==> src/rtl/reg_dump_tx_pkg.sv <==
// Shared definitions for the register-dump UART transmitter: FSM state codes,
// 8N1 framing constants and the record byte selector.
package reg_dump_tx_pkg;

  localparam logic [2:0] ST_IDLE    = 3'd0;
  localparam logic [2:0] ST_SEL     = 3'd1;
  localparam logic [2:0] ST_WAIT    = 3'd2;
  localparam logic [2:0] ST_CAPT    = 3'd3;
  localparam logic [2:0] ST_START_B = 3'd4;
  localparam logic [2:0] ST_DATA_B  = 3'd5;
  localparam logic [2:0] ST_STOP_B  = 3'd6;
  localparam logic [2:0] ST_FIN     = 3'd7;

  localparam logic START_BIT    = 1'b0;
  localparam logic STOP_BIT     = 1'b1;
  localparam int   DATA_BITS    = 8;
  localparam int   RECORD_BYTES = 5;

  typedef enum logic [1:0] {
    PH_IDLE  = 2'd0,
    PH_START = 2'd1,
    PH_DATA  = 2'd2,
    PH_STOP  = 2'd3
  } phase_t;

  // Byte n of a record: index first, then the captured word MSB first.
  function automatic logic [7:0] record_byte(input logic [4:0] idx,
                                             input logic [31:0] word,
                                             input logic [2:0] n);
    logic [7:0] b;
    case (n)
      3'd0:    b = {3'b000, idx};
      3'd1:    b = word[31:24];
      3'd2:    b = word[23:16];
      3'd3:    b = word[15:8];
      3'd4:    b = word[7:0];
      default: b = 8'h00;
    endcase
    return b;
  endfunction

endpackage

==> src/rtl/reg_dump_tx_uart_tx_byte.sv <==
// 8N1 byte serializer with load/ready handshake; ready rises in the last cycle
// of the stop bit so the next byte can follow without an idle bit.
module uart_tx_byte
  import reg_dump_tx_pkg::*;
#(
  parameter int CLKS_PER_BIT = 5208
) (
  input  logic       clk,
  input  logic       rst_n,
  input  logic       load,
  input  logic [7:0] data,
  output logic       ready,
  output logic       bit_end,
  output logic       last_data,
  output logic       tx
);

  localparam logic [15:0] BAUD_LAST = 16'(CLKS_PER_BIT - 1);
  localparam logic [2:0]  BIT_LAST  = 3'(DATA_BITS - 1);

  phase_t      phase_r;
  logic [15:0] baud_cnt_r;
  logic [2:0]  bit_cnt_r;
  logic [7:0]  shreg_r;
  logic        tx_r;
  logic        bit_end_s;
  logic        ready_s;

  assign bit_end_s = (phase_r != PH_IDLE) && (baud_cnt_r == BAUD_LAST);
  assign ready_s   = (phase_r == PH_IDLE) || ((phase_r == PH_STOP) && bit_end_s);

  // Bit sequencing: baud counter, bit counter, shift register and line flop.
  always_ff @(posedge clk or negedge rst_n) begin
    if (!rst_n) begin
      phase_r    <= PH_IDLE;
      baud_cnt_r <= 16'd0;
      bit_cnt_r  <= 3'd0;
      shreg_r    <= 8'h00;
      tx_r       <= STOP_BIT;
    end else if (load && ready_s) begin
      phase_r    <= PH_START;
      baud_cnt_r <= 16'd0;
      bit_cnt_r  <= 3'd0;
      shreg_r    <= data;
      tx_r       <= START_BIT;
    end else if (bit_end_s) begin
      baud_cnt_r <= 16'd0;
      case (phase_r)
        PH_START: begin
          phase_r   <= PH_DATA;
          bit_cnt_r <= 3'd0;
          tx_r      <= shreg_r[0];
          shreg_r   <= {1'b0, shreg_r[7:1]};
        end
        PH_DATA: begin
          if (bit_cnt_r == BIT_LAST) begin
            phase_r <= PH_STOP;
            tx_r    <= STOP_BIT;
          end else begin
            bit_cnt_r <= bit_cnt_r + 3'd1;
            tx_r      <= shreg_r[0];
            shreg_r   <= {1'b0, shreg_r[7:1]};
          end
        end
        default: begin
          phase_r <= PH_IDLE;
          tx_r    <= STOP_BIT;
        end
      endcase
    end else if (phase_r != PH_IDLE) begin
      baud_cnt_r <= baud_cnt_r + 16'd1;
    end
  end

  assign ready     = ready_s;
  assign bit_end   = bit_end_s;
  assign last_data = (bit_cnt_r == BIT_LAST);
  assign tx        = tx_r;

endmodule

==> src/rtl/reg_dump_tx.sv <==
// Dumps a register-file range over UART as 5-byte records (index + 32-bit word),
// handling the two-cycle register-file read latency before each record.
module reg_dump_tx
  import reg_dump_tx_pkg::*;
#(
  parameter int CLKS_PER_BIT = 5208,
  parameter int FIRST_REG    = 0,
  parameter int LAST_REG     = 31
) (
  input  logic        clk,
  input  logic        rst_n,
  input  logic        start,
  output logic [4:0]  sr,
  input  logic [31:0] rd_data,
  output logic        tx,
  output logic        busy,
  output logic        done
);

  localparam logic [4:0] FIRST_IDX = 5'(FIRST_REG);
  localparam logic [4:0] LAST_IDX  = 5'(LAST_REG);
  localparam logic [2:0] LAST_BYTE = 3'(RECORD_BYTES - 1);

  logic [2:0]  state_r;
  logic [4:0]  idx_r;
  logic [2:0]  byte_cnt_r;
  logic [31:0] shadow_r;
  logic        busy_r;
  logic        done_r;
  logic        load_req_s;
  logic        load_s;
  logic [7:0]  load_data_s;
  logic        ready_s;
  logic        bit_end_s;
  logic        last_data_s;
  logic        tx_s;

  // Byte hand-off: first byte from CAPT, later bytes in the stop bit's last cycle.
  always_comb begin
    load_req_s  = 1'b0;
    load_data_s = 8'h00;
    if (state_r == ST_CAPT) begin
      load_req_s  = 1'b1;
      load_data_s = record_byte(idx_r, shadow_r, 3'd0);
    end else if ((state_r == ST_STOP_B) && bit_end_s && (byte_cnt_r != LAST_BYTE)) begin
      load_req_s  = 1'b1;
      load_data_s = record_byte(idx_r, shadow_r, byte_cnt_r + 3'd1);
    end else begin
      load_req_s  = 1'b0;
      load_data_s = 8'h00;
    end
    load_s = load_req_s & ready_s;
  end

  uart_tx_byte #(
    .CLKS_PER_BIT(CLKS_PER_BIT)
  ) u_tx (
    .clk      (clk),
    .rst_n    (rst_n),
    .load     (load_s),
    .data     (load_data_s),
    .ready    (ready_s),
    .bit_end  (bit_end_s),
    .last_data(last_data_s),
    .tx       (tx_s)
  );

  // Register sequencing and record framing.
  always_ff @(posedge clk or negedge rst_n) begin
    if (!rst_n) begin
      state_r    <= ST_IDLE;
      idx_r      <= FIRST_IDX;
      byte_cnt_r <= 3'd0;
      shadow_r   <= 32'h0000_0000;
      busy_r     <= 1'b0;
      done_r     <= 1'b0;
    end else begin
      done_r <= 1'b0;
      case (state_r)
        ST_IDLE: begin
          if (start) begin
            state_r <= ST_SEL;
            idx_r   <= FIRST_IDX;
            busy_r  <= 1'b1;
          end
        end
        ST_SEL:  state_r <= ST_WAIT;
        ST_WAIT: state_r <= ST_CAPT;
        ST_CAPT: begin
          shadow_r   <= rd_data;
          byte_cnt_r <= 3'd0;
          state_r    <= ST_START_B;
        end
        ST_START_B: begin
          if (bit_end_s) state_r <= ST_DATA_B;
        end
        ST_DATA_B: begin
          if (bit_end_s && last_data_s) state_r <= ST_STOP_B;
        end
        ST_STOP_B: begin
          if (bit_end_s) begin
            if (byte_cnt_r != LAST_BYTE) begin
              byte_cnt_r <= byte_cnt_r + 3'd1;
              state_r    <= ST_START_B;
            end else if (idx_r < LAST_IDX) begin
              idx_r   <= idx_r + 5'd1;
              state_r <= ST_SEL;
            end else begin
              state_r <= ST_FIN;
            end
          end
        end
        ST_FIN: begin
          done_r  <= 1'b1;
          busy_r  <= 1'b0;
          idx_r   <= FIRST_IDX;
          state_r <= ST_IDLE;
        end
        default: state_r <= ST_IDLE;
      endcase
    end
  end

  assign sr   = idx_r;
  assign tx   = tx_s;
  assign busy = busy_r;
  assign done = done_r;

endmodule

==> config.mk <==
export PLATFORM = sky130hd
export DESIGN_NAME = reg_dump_tx
export DESIGN_NICKNAME = d
export VERILOG_FILES = /design/src/rtl/reg_dump_tx_pkg.sv /design/src/rtl/reg_dump_tx_uart_tx_byte.sv /design/src/rtl/reg_dump_tx.sv
export SDC_FILE = /design/constraint.sdc
export NUM_CORES = 1
export LEC_CHECK = 0
export CELL_PAD_IN_SITES_DETAIL_PLACEMENT = 1
export CELL_PAD_IN_SITES_GLOBAL_PLACEMENT = 1
export CORE_ASPECT_RATIO = 1.5
export CORE_MARGIN = 8
export CORE_UTILIZATION = 30
export DETAILED_ROUTE_END_ITERATION = 8
export GPL_ROUTABILITY_DRIVEN = 0
export PLACE_DENSITY = 0.64
export REMOVE_ABC_BUFFERS = 1
export SLEW_MARGIN = 20
export SYNTH_ARGS = -nofsm -noshare
export SYNTH_HDL_FRONTEND = slang
export SYNTH_SLANG_ARGS = --single-unit
==> constraint.sdc <==
create_clock -name clk -period 2.75 [get_ports clk]
set_clock_uncertainty 0.2 [all_clocks]
set_input_delay 0.55 -clock clk [delete_from_list [all_inputs] [get_ports clk]]
set_output_delay 0.55 -clock clk [all_outputs]
set_load 0.05 [all_outputs]
Word level (Yosys, flattened, before mapping)
Index checks and enable logic that the tools add are counted.
Word-level totals
  flip-flop bits (word level): 75
  input port bits: 35
  output and inout bits: 8
  word-level logic and storage cells: 108
Cells by class
  add/subtract/negate cells: 4
  magnitude comparators: 1
  equal/unequal tests: 26
  multiplexer cells: 42
  bitwise logic cells: 1
  reductions and logical operators: 23
Operators with widths (number)
  2-to-1 mux 16 bit: 3
  2-to-1 mux 8 bit: 5
  one-hot mux 8 bit (5 select lines): 1
  2-to-1 mux 3 bit: 11
  one-hot mux 3 bit (8 select lines): 1
  2-to-1 mux 5 bit: 4
  equality test 3 bit, second input constant: 6
  adder 16 x 1 -> 16 bit, second input constant: 1
  equality test 16 x 13 -> 1 bit, second input constant: 1
  one-hot mux 8 bit (2 select lines): 1
  one-hot mux 5 bit (3 select lines): 1
  equality test 3 x 2 -> 1 bit, second input constant: 4
  one-hot mux 3 bit (2 select lines): 2
  != test 2 bit, second input constant: 5
  nonzero test 3 bit: 3
  nonzero test 2 bit: 4
  2-to-1 mux 1 bit: 7
  adder 3 x 1 -> 3 bit, second input constant: 2
  equality test 3 x 1 -> 1 bit, second input constant: 2
  logical AND 1 bit: 6
  logical NOT 3 bit: 2
  2-to-1 mux 2 bit: 3
  != test 3 x 2 -> 1 bit, second input constant: 2
  AND reduction 3 bit: 2
  14 further kinds: 18

Longest topological paths before layout
Gate-level depths: netlist of the first run.
  word-level depth: 10
  depth in mapped cells: 10
  depth with buffers taken out: 7

Modules after synthesis
From an unflattened synthesis of the first run, not the netlist that was laid out.
Second synthesis, totals
  cell total of the unflattened synthesis: 362
  area total of the unflattened synthesis: 4028.9 µm²
Modules (own cells, without submodules)
  reg_dump_tx: instances 1, cells each 195, area each 2431.1 µm², sequential area each 1126.1 µm²
  uart_tx_byte: instances 1, cells each 167, area each 1597.8 µm², sequential area each 752.0 µm²

Worst setup path before layout of the first run
Ideal clock, no wire load.
  path type: register -> register
  from: register u_tx.phase_r[0]
  to: register u_tx.shreg_r[3]
  setup time: 0.126 ns
  data arrival time: 2.060 ns
  required time: 2.424 ns
  setup slack: 0.364 ns
  stages on the path, launching flop included: 11
  buffers on the path: 3
  clock period less this slack: 2.386 ns
  path through: dfrtp_1 inv_1 ha_1 and3b_1 buf_6 and2_1 buf_6 a31o_2 and2_1 buf_4 o32a_1
Between the ends
  word-level cells in the longest chain between the ends: 10
  elaborated cells between the ends (all ways): 23
  those cells by class: eq/ne (4); mux (7); bitwise (1); reduce/logical (11)
RTL lines
  start: declaration: line reg_dump_tx_uart_tx_byte.sv:21  | phase_t phase_r;
  start signal: assignment: line reg_dump_tx_uart_tx_byte.sv:35  | phase_r <= PH_IDLE;
  start signal: assignment: line reg_dump_tx_uart_tx_byte.sv:41  | phase_r <= PH_START;
  start signal: assignment: line reg_dump_tx_uart_tx_byte.sv:50  | phase_r <= PH_DATA;
  nonzero test 2 bit: line reg_dump_tx_uart_tx_byte.sv:29  | assign bit_end_s = (phase_r != PH_IDLE) && (baud_cnt_r == BAUD_LAST);
  logical AND 1 bit: line reg_dump_tx_uart_tx_byte.sv:29
  logical AND 1 bit (2 in a row): line reg_dump_tx.sv:45  | end else if ((state_r == ST_STOP_B) && bit_end_s && (byte_cnt_r != LAST_BYTE)) begin
  2-to-1 mux 1 bit: line reg_dump_tx.sv:45
  2-to-1 mux 1 bit: line reg_dump_tx.sv:42  | if (state_r == ST_CAPT) begin
  bitwise AND 1 bit: line reg_dump_tx.sv:52  | load_s = load_req_s & ready_s;
  logical AND 1 bit: line reg_dump_tx_uart_tx_byte.sv:40  | end else if (load && ready_s) begin
  != test 3 x 2 -> 1 bit (no source line), or another cell as far along
  AND reduction 3 bit (no source line)
  end signal: assignment: line reg_dump_tx_uart_tx_byte.sv:44  | shreg_r <= data;
  end signal: assignment: line reg_dump_tx_uart_tx_byte.sv:53  | shreg_r <= {1'b0, shreg_r[7:1]};
  end signal: assignment: line reg_dump_tx_uart_tx_byte.sv:62  | shreg_r <= {1'b0, shreg_r[7:1]};
  end: declaration: line reg_dump_tx_uart_tx_byte.sv:24  | logic [7:0] shreg_r;
Several ways; a longest one is shown, not always the timed one. The select of a mux whose other input is x is not followed.
A chain may end at the register's enable or synchronous reset.

Final worst setup path of the first run
Ends and elaborated chain as after synthesis.

==> key figures, run 1 <==
Yosys
  • Synth Warn #: 0
  • Synth area leaders: dfrtp_1, nand2_1, ha_1
  • Largest area contributor in the netlist: dfrtp_1
  • FF+latch count, synth: 75
  • Mapped cell area: 3998 sq um
  • Simple-gate share of the synthesized area: 0.2332
  • Adder-cell share of the synthesized area: 0.04382
  • Mux cell area share after synthesis: 0.02379
  • Asr flop ratio synth: 1.000
  • Complex-gate fraction of the synthesized area: 0.1540
  • Synthesized area per cell: 9.232 sq um
  • Mapped Cells: 433
  • Synth Area in XOR/XNOR: 0.03036
  • EDFF count, synth: 0
  • Ys flop type: dfrtp_1
  • Post-synth top area share: 0.4632
  • Post-synth cell types: 56
  • Sequential area share after synthesis: 0.4698
  • Largest family of logic cells by synthesized area: simple AND/OR/NAND/NOR gates

Final layout
  • Commonest non-fill, non-tap cell in the layout: nand2_1
  • Layout Cells excl Fill: 638
  • Final #Nets: 524
  • Final core utilization: 0.3787
  • Area grow syn2layout: 23.32%
  • Share of post-route cells with drive strength above 1: 0.1169
  • Antenna fix cells: 0
  • Most frequent cells in the layout: nand2_1, dfrtp_1, clkdlybuf4s50_1, nor2_1, nand3_1
  • FILL cells: 1534

Power
  • P_leak: 2.139 nW
  • Net Switching: 688.9 uW
  • Sw frac: 0.2512
  • Gate power share: 0.103
  • Pwr/cell area: 556.3 nW/um^2
  • Seq pwr share: 0.431
  • Internal Power: 2.053 mW
  • Worst vdd ir: 0.0003639 V
  • Clk network pwr share: 0.465

Route
  • Drt via density: 5.282
  • Antenna Violating Nets Remaining: 0
  • WL final: 11.13 mm
  • Drt initial violations: 141
  • Wire length per cell: 17.44 um
  • DRC viols: 0
  • Vias: 3370
  • Detailed Routing Iterations Pass 1: 6

STA
  • Slew Viols, Final: 0
  • TNS Setup: 0 ps
  • Final worst-path cycle share: 0.9243
  • Setup-failing EPs final: 0
  • Final setup margin: 208.3 ps
  • Fmax: 393.4 MHz
  • Least-Margin Pin Slew: 605.0 ps
  • RSZ-0062 raised after global routing: no
  • Slew HR: 0.5948
  • Final hold violations: 0
  • Tmin final: 2542 ps
  • Worst hold slack: 9.153 ps

Critical path
  • Critical Path Start Type: flip-flop
  • Crit path DAT: 2610 ps
  • Crit path kind: flip-flop to flip-flop
  • CP cell instances: inv_1, ha_1, and3b_1, and2_1, a31o_2, and2_1, o32a_1
  • CP most frequent cell: and2_1
  • Slowest-stage cell, CP: and2_1
  • Crit-path max FO: 11
  • Worst Path Required: 2820 ps
  • CP endpoint kind: flip-flop
  • Crit-path max cell delay: 410 ps

Clock tree
  • CTS tree: yes
  • CTS clk-pin slew, worst paths: 60 ps
  • CTS H-tree lvls: 3
  • Total CTS buffers: 9
  • Clock Tree Buf Depth: 2
  • Worst skew pair latency: 330 ps
  • Root buffer cell: clkbuf_16
  • Hold buffer count at CTS: 0
  • Sink Count: 75

Placement
  • Post-Place Worst Slack: 162.7 ps
  • Detailed Place HPWL: 8.178 mm
  • Placed cells: 621
  • Input/output buffers: 42

Hold path
  • Hold Crit Class: input pin to asynchronous set/reset pin

GRT
  • Largest net degree at the start of global routing: 43
  • Overflow after GRT: 0
  • First-pass GRT wire length: 19.27 mm
  • Vias in the first global route: 3797
  • Initial antenna violation count: 0
  • Tot GR Track Use: 0.1410

Floorplan
  • Std cell rows: 51
  • Die ar.: 17350 sq um
  • Die X: 110.3 um
  • Core area: 13020 sq um
  • I/O pins: 43
  • Die H: 157.4 um
  • Initial Utilization: 0.3071

Flow run
  • Total of max-cap violations: 0

Run status
  • Status: finished clean
-- metal layers --
layer,track usage,vias to the layer above,routed length (um)
li1,-,1610,-
met1,0.1490,1685,4378
met2,0.2622,56,6199
met3,0.02906,19,282
met4,0.05163,0,265
met5,0,-,0
-- worst max-delay path, delay by kind of cell (launching register included) --
kind | cells | cell delay [ps]
simple gates | 3 | 1050
flops | 1 | 400
fa+ha+maj | 1 | 210
buf+inv | 1 | 80
compound gates | 2 | 530
-- cell usage after synthesis, types with 9 or more instances --
cell      number
ha_1          14
nand3_1       18
o21ai_0       14
inv_1          9
clkbuf_1      12
nor3_1         9
nor2_1        27
dfrtp_1       74
xor2_1        10
nand2_1      115
a21oi_1       14
-- logic make-up (layout without fill, tap and decap cells) --
kind of cell             after synthesis  count (layout)
AND/OR/NAND/NOR                      204             204
AO/OA/AOI/OAI                         82              82
flip-flops                            75              75
buffers and inverters                 36              82
adder cells (fa/ha/maj)               14              14
XOR/XNOR                              13              13
multiplexers                           9               9
-- registers in the layout, summed over array words and instances, names as in the netlist --
register,cells
shadow_r,32
u_tx.baud_cnt_r,16
u_tx.shreg_r,8
sr,5
byte_cnt_r,3
state_r,3
u_tx.bit_cnt_r,3
u_tx.phase_r,2
busy,1
done,1
u_tx.tx,1
-- power groups by stage --
stage	logic (mW)	clock network, mW	registers [mW]
after CTS	0.289	1.30	1.18
final	0.283	1.28	1.18
after detailed placement	0.287	0	1.20
after global routing	0.308	1.34	1.19
after global placement	0.277	0	1.20
after floorplan	0.0707	0	1.25
-- path summary, 6_finish.rpt --
check	from	endpoint	slack [ps]	cells after the start
min	rst_n	shadow_r[23]	9	1
min reg2reg	shadow_r[1]	shadow_r[1]	270	2
max in group asynchronous	rst_n	u_tx.tx	1690	2
min in group clk	shadow_r[1]	shadow_r[1]	270	2
max reg2reg	u_tx.phase_r[0]	u_tx.shreg_r[3]	210	7
max	u_tx.phase_r[0]	u_tx.shreg_r[3]	210	7
-- per-stage QoR --
| step | instance area (sq um) | total power, mW |
|---|---|---|
| final | 4930 | 2.742 |
| after global routing | 4930 | 2.842 |
| after CTS | 4907 | 2.771 |
| after detailed placement | 4591 | 1.491 |
| after global placement | 4591 | 1.479 |
| after floorplan | 3851 | 1.326 |
-- timing repair --
| item | CTS | global route |
|---|---|---|
| setup buffers | 0 | 2 |
| hold endpoints to repair | 0 | 0 |
| endpoints found under the setup margin | 0 | 3 |
| gates resized for setup | 0 | 3 |
-- cell type report --
| class | count | area [sq um] | share of cell area |
|---|---|---|---|
| well taps | 159 | 198.9 | 0.04036 |
| flip-flops and latches | 75 | 1878 | 0.3810 |
| multi-input cells | 322 | 1952 | 0.3959 |
| clock buffers | 9 | 225.2 | 0.04569 |
| clock inverters | 6 | 91.34 | 0.01853 |
| repair buffers | 58 | 550.5 | 0.1117 |
| inverters | 9 | 33.78 | 0.006853 |
No activity file was read; power rests on OpenSTA's default activity.
==> run 2, diff against run 1 <==
Settings changed: CORE_UTILIZATION 30 to 26, PLACE_DENSITY 0.64 to 0.57.
==> run 2 against run 1 <==
The run now ends with negative hold slack left. Critical path depth stayed put. First-iteration DRC count is 21% lower. Power is 5.0% lower. Final cell count is 6.4% higher. Count of clock-buffer cells in the layout stayed put. Core utilization is 5.0 points lower. Routed wire length is 1.8% higher. Critical path type unchanged. Largest cell class unchanged.
==> key figures, run 2 (synthesis gave the netlist of run 1 again) <==
Final layout
  • Most frequent cells in the layout: nand2_1, dfrtp_1, clkdlybuf4s50_1, nor2_1, nand3_1
  • Commonest non-fill, non-tap cell in the layout: nand2_1
  • Antenna fix cells: 0
  • Area grow syn2layout: 23.94%
  • Top reg by flops: shadow_r
  • Biggest regs: shadow_r x32, u_tx.baud_cnt_r x16, u_tx.shreg_r x8
  • Share of post-route cells with drive strength above 1: 0.1125
  • Final #Nets: 524
  • Largest register FFs: 32
  • Fin area: 4955 sq um

Route
  • WL final: 11.33 mm
  • Antenna Violating Nets Remaining: 0
  • Met2 routed WL: 6.391 mm
  • DRC viols: 0
  • Drt initial violations: 111
  • Wire length per cell: 16.68 um
  • Highest routed layer: met4
  • WL met3: 217 um
  • Detailed Routing Iterations Pass 1: 5
  • Drt via density: 4.916
  • Vias: 3338
  • Met1 WL: 4.517 mm

Power
  • Clk network pwr share: 0.438
  • Net Switching: 721.3 uW
  • Seq pwr share: 0.455
  • Sw frac: 0.2767
  • Worst vdd ir: 0.0002437 V
  • Pwr/cell area: 526.0 nW/um^2
  • Internal Power: 1.885 mW
  • P_leak: 2.126 nW
  • Gate power share: 0.108

STA
  • Least-Margin Pin Slew: 620.6 ps
  • Final worst-path cycle share: 0.9303
  • Tmin final: 2558 ps
  • Worst hold slack: -1.650 ps
  • Final setup margin: 191.7 ps
  • Final hold violations: 1
  • TNS Setup: 0 ps
  • Slew HR: 0.5844
  • Setup-failing EPs final: 0
  • RSZ-0062 raised after global routing: no
  • Fmax: 390.9 MHz
  • Slew Viols, Final: 0

Placement
  • Detailed Place HPWL: 8.476 mm
  • Input/output buffers: 42
  • Placed Area: 4668 sq um
  • Post-Place Worst Slack: 219.8 ps

Clock tree
  • Worst skew pair latency: 340 ps
  • Setup bufs post-CTS: 0
  • Hold buffer count at CTS: 0
  • Total CTS buffers: 9
  • Clock Tree Buf Depth: 2
  • CTS H-tree lvls: 3
  • Sink Count: 75
  • Post-CTS sizing: 0
  • Root buffer cell: clkbuf_16
  • CTS tree: yes
  • CTS clk-pin slew, worst paths: 70 ps

Hold path
  • Hold Crit Class: input pin to asynchronous set/reset pin

Critical path
  • Crit-path max FO: 9
  • CP cell instances: inv_1, ha_1, nor3_1, o21ai_0, nand4_1, a221oi_1, o32a_1
  • Worst Path Required: 2830 ps
  • Crit path kind: flip-flop to flip-flop
  • Family with the most delay on the worst path: compound AO/OA/AOI/OAI gates
  • CP Depth: 7
  • Crit path DAT: 2640 ps
  • CP endpoint kind: flip-flop
  • CP bufs+invs: 1
  • Crit-path max cell delay: 450 ps
  • Slowest-stage cell, CP: ha_1
  • Critical Path Start Type: flip-flop
  • Reg2reg path depth: 7

Run status
  • Failing checks: negative hold slack
  • Status: finished with violations

Floorplan
  • Core area: 15070 sq um
  • Die ar.: 19680 sq um
  • Initial Utilization: 0.2653
  • Std cell rows: 55
  • Die H: 167.9 um
  • I/O pins: 43
  • Die X: 117.2 um

GRT
  • Overflow after GRT: 0
  • Initial antenna violation count: 0
  • Vias in the first global route: 3735
  • Tot GR Track Use: 0.1249
  • First-pass GRT wire length: 19.35 mm
  • Largest net degree at the start of global routing: 43

Flow run
  • Total of max-cap violations: 0
[run 2: changes by cell type in the layout (fill, tap and decap cells not counted), moves of 2 or more]
cell	before	now
ha_1	11	14
bufinv_16	2	0
clkinvlp_4	0	2
ha_2	3	0
[run 2: path summary, 6_finish.rpt]
kind | startpoint | endpoint | slack (ps)
max | byte_cnt_r[0] | u_tx.shreg_r[1] | 190
min | rst_n | shadow_r[22] | -2
max reg2reg | byte_cnt_r[0] | u_tx.shreg_r[1] | 190
min reg2reg | shadow_r[1] | shadow_r[1] | 280
max in group asynchronous | rst_n | busy | 1730
min in group clk | shadow_r[1] | shadow_r[1] | 280
[run 2: power by group through the flow]
stage                     combinational, mW  clock (mW)  sequential [mW]
final                                 0.280        1.14             1.18
after global routing                  0.301        1.20             1.19
after CTS                             0.288        1.17             1.19
after detailed placement              0.287           0             1.21
after global placement                0.279           0             1.20
after floorplan                      0.0707           0             1.25
[run 2: routing by layer]
layer | track usage | vias up
li1 | - | 1607
met1 | 0.1320 | 1673
met2 | 0.2342 | 44
met3 | 0.02185 | 14
met4 | 0.04810 | 0
met5 | 0 | -
[run 2: area by class of cell]
class / instances / area [sq um]
multi-input combinational: 322 / 1944
clock buffer: 9 / 225.2
sequential: 75 / 1878
clock inverter: 7 / 61.31
inverter: 9 / 33.78
timing repair buffer: 58 / 563.0
tap: 199 / 249.0
fill: 1754 / 10120
[run 2: through the flow]
step	utilization	total power [mW]	instances
global route	0.3288	2.698	679
floorplan	-	1.326	406
CTS	0.3288	2.642	679
finish	0.3288	2.606	679
global placement	0.3098	1.482	663
detailed placement	0.3098	1.493	663
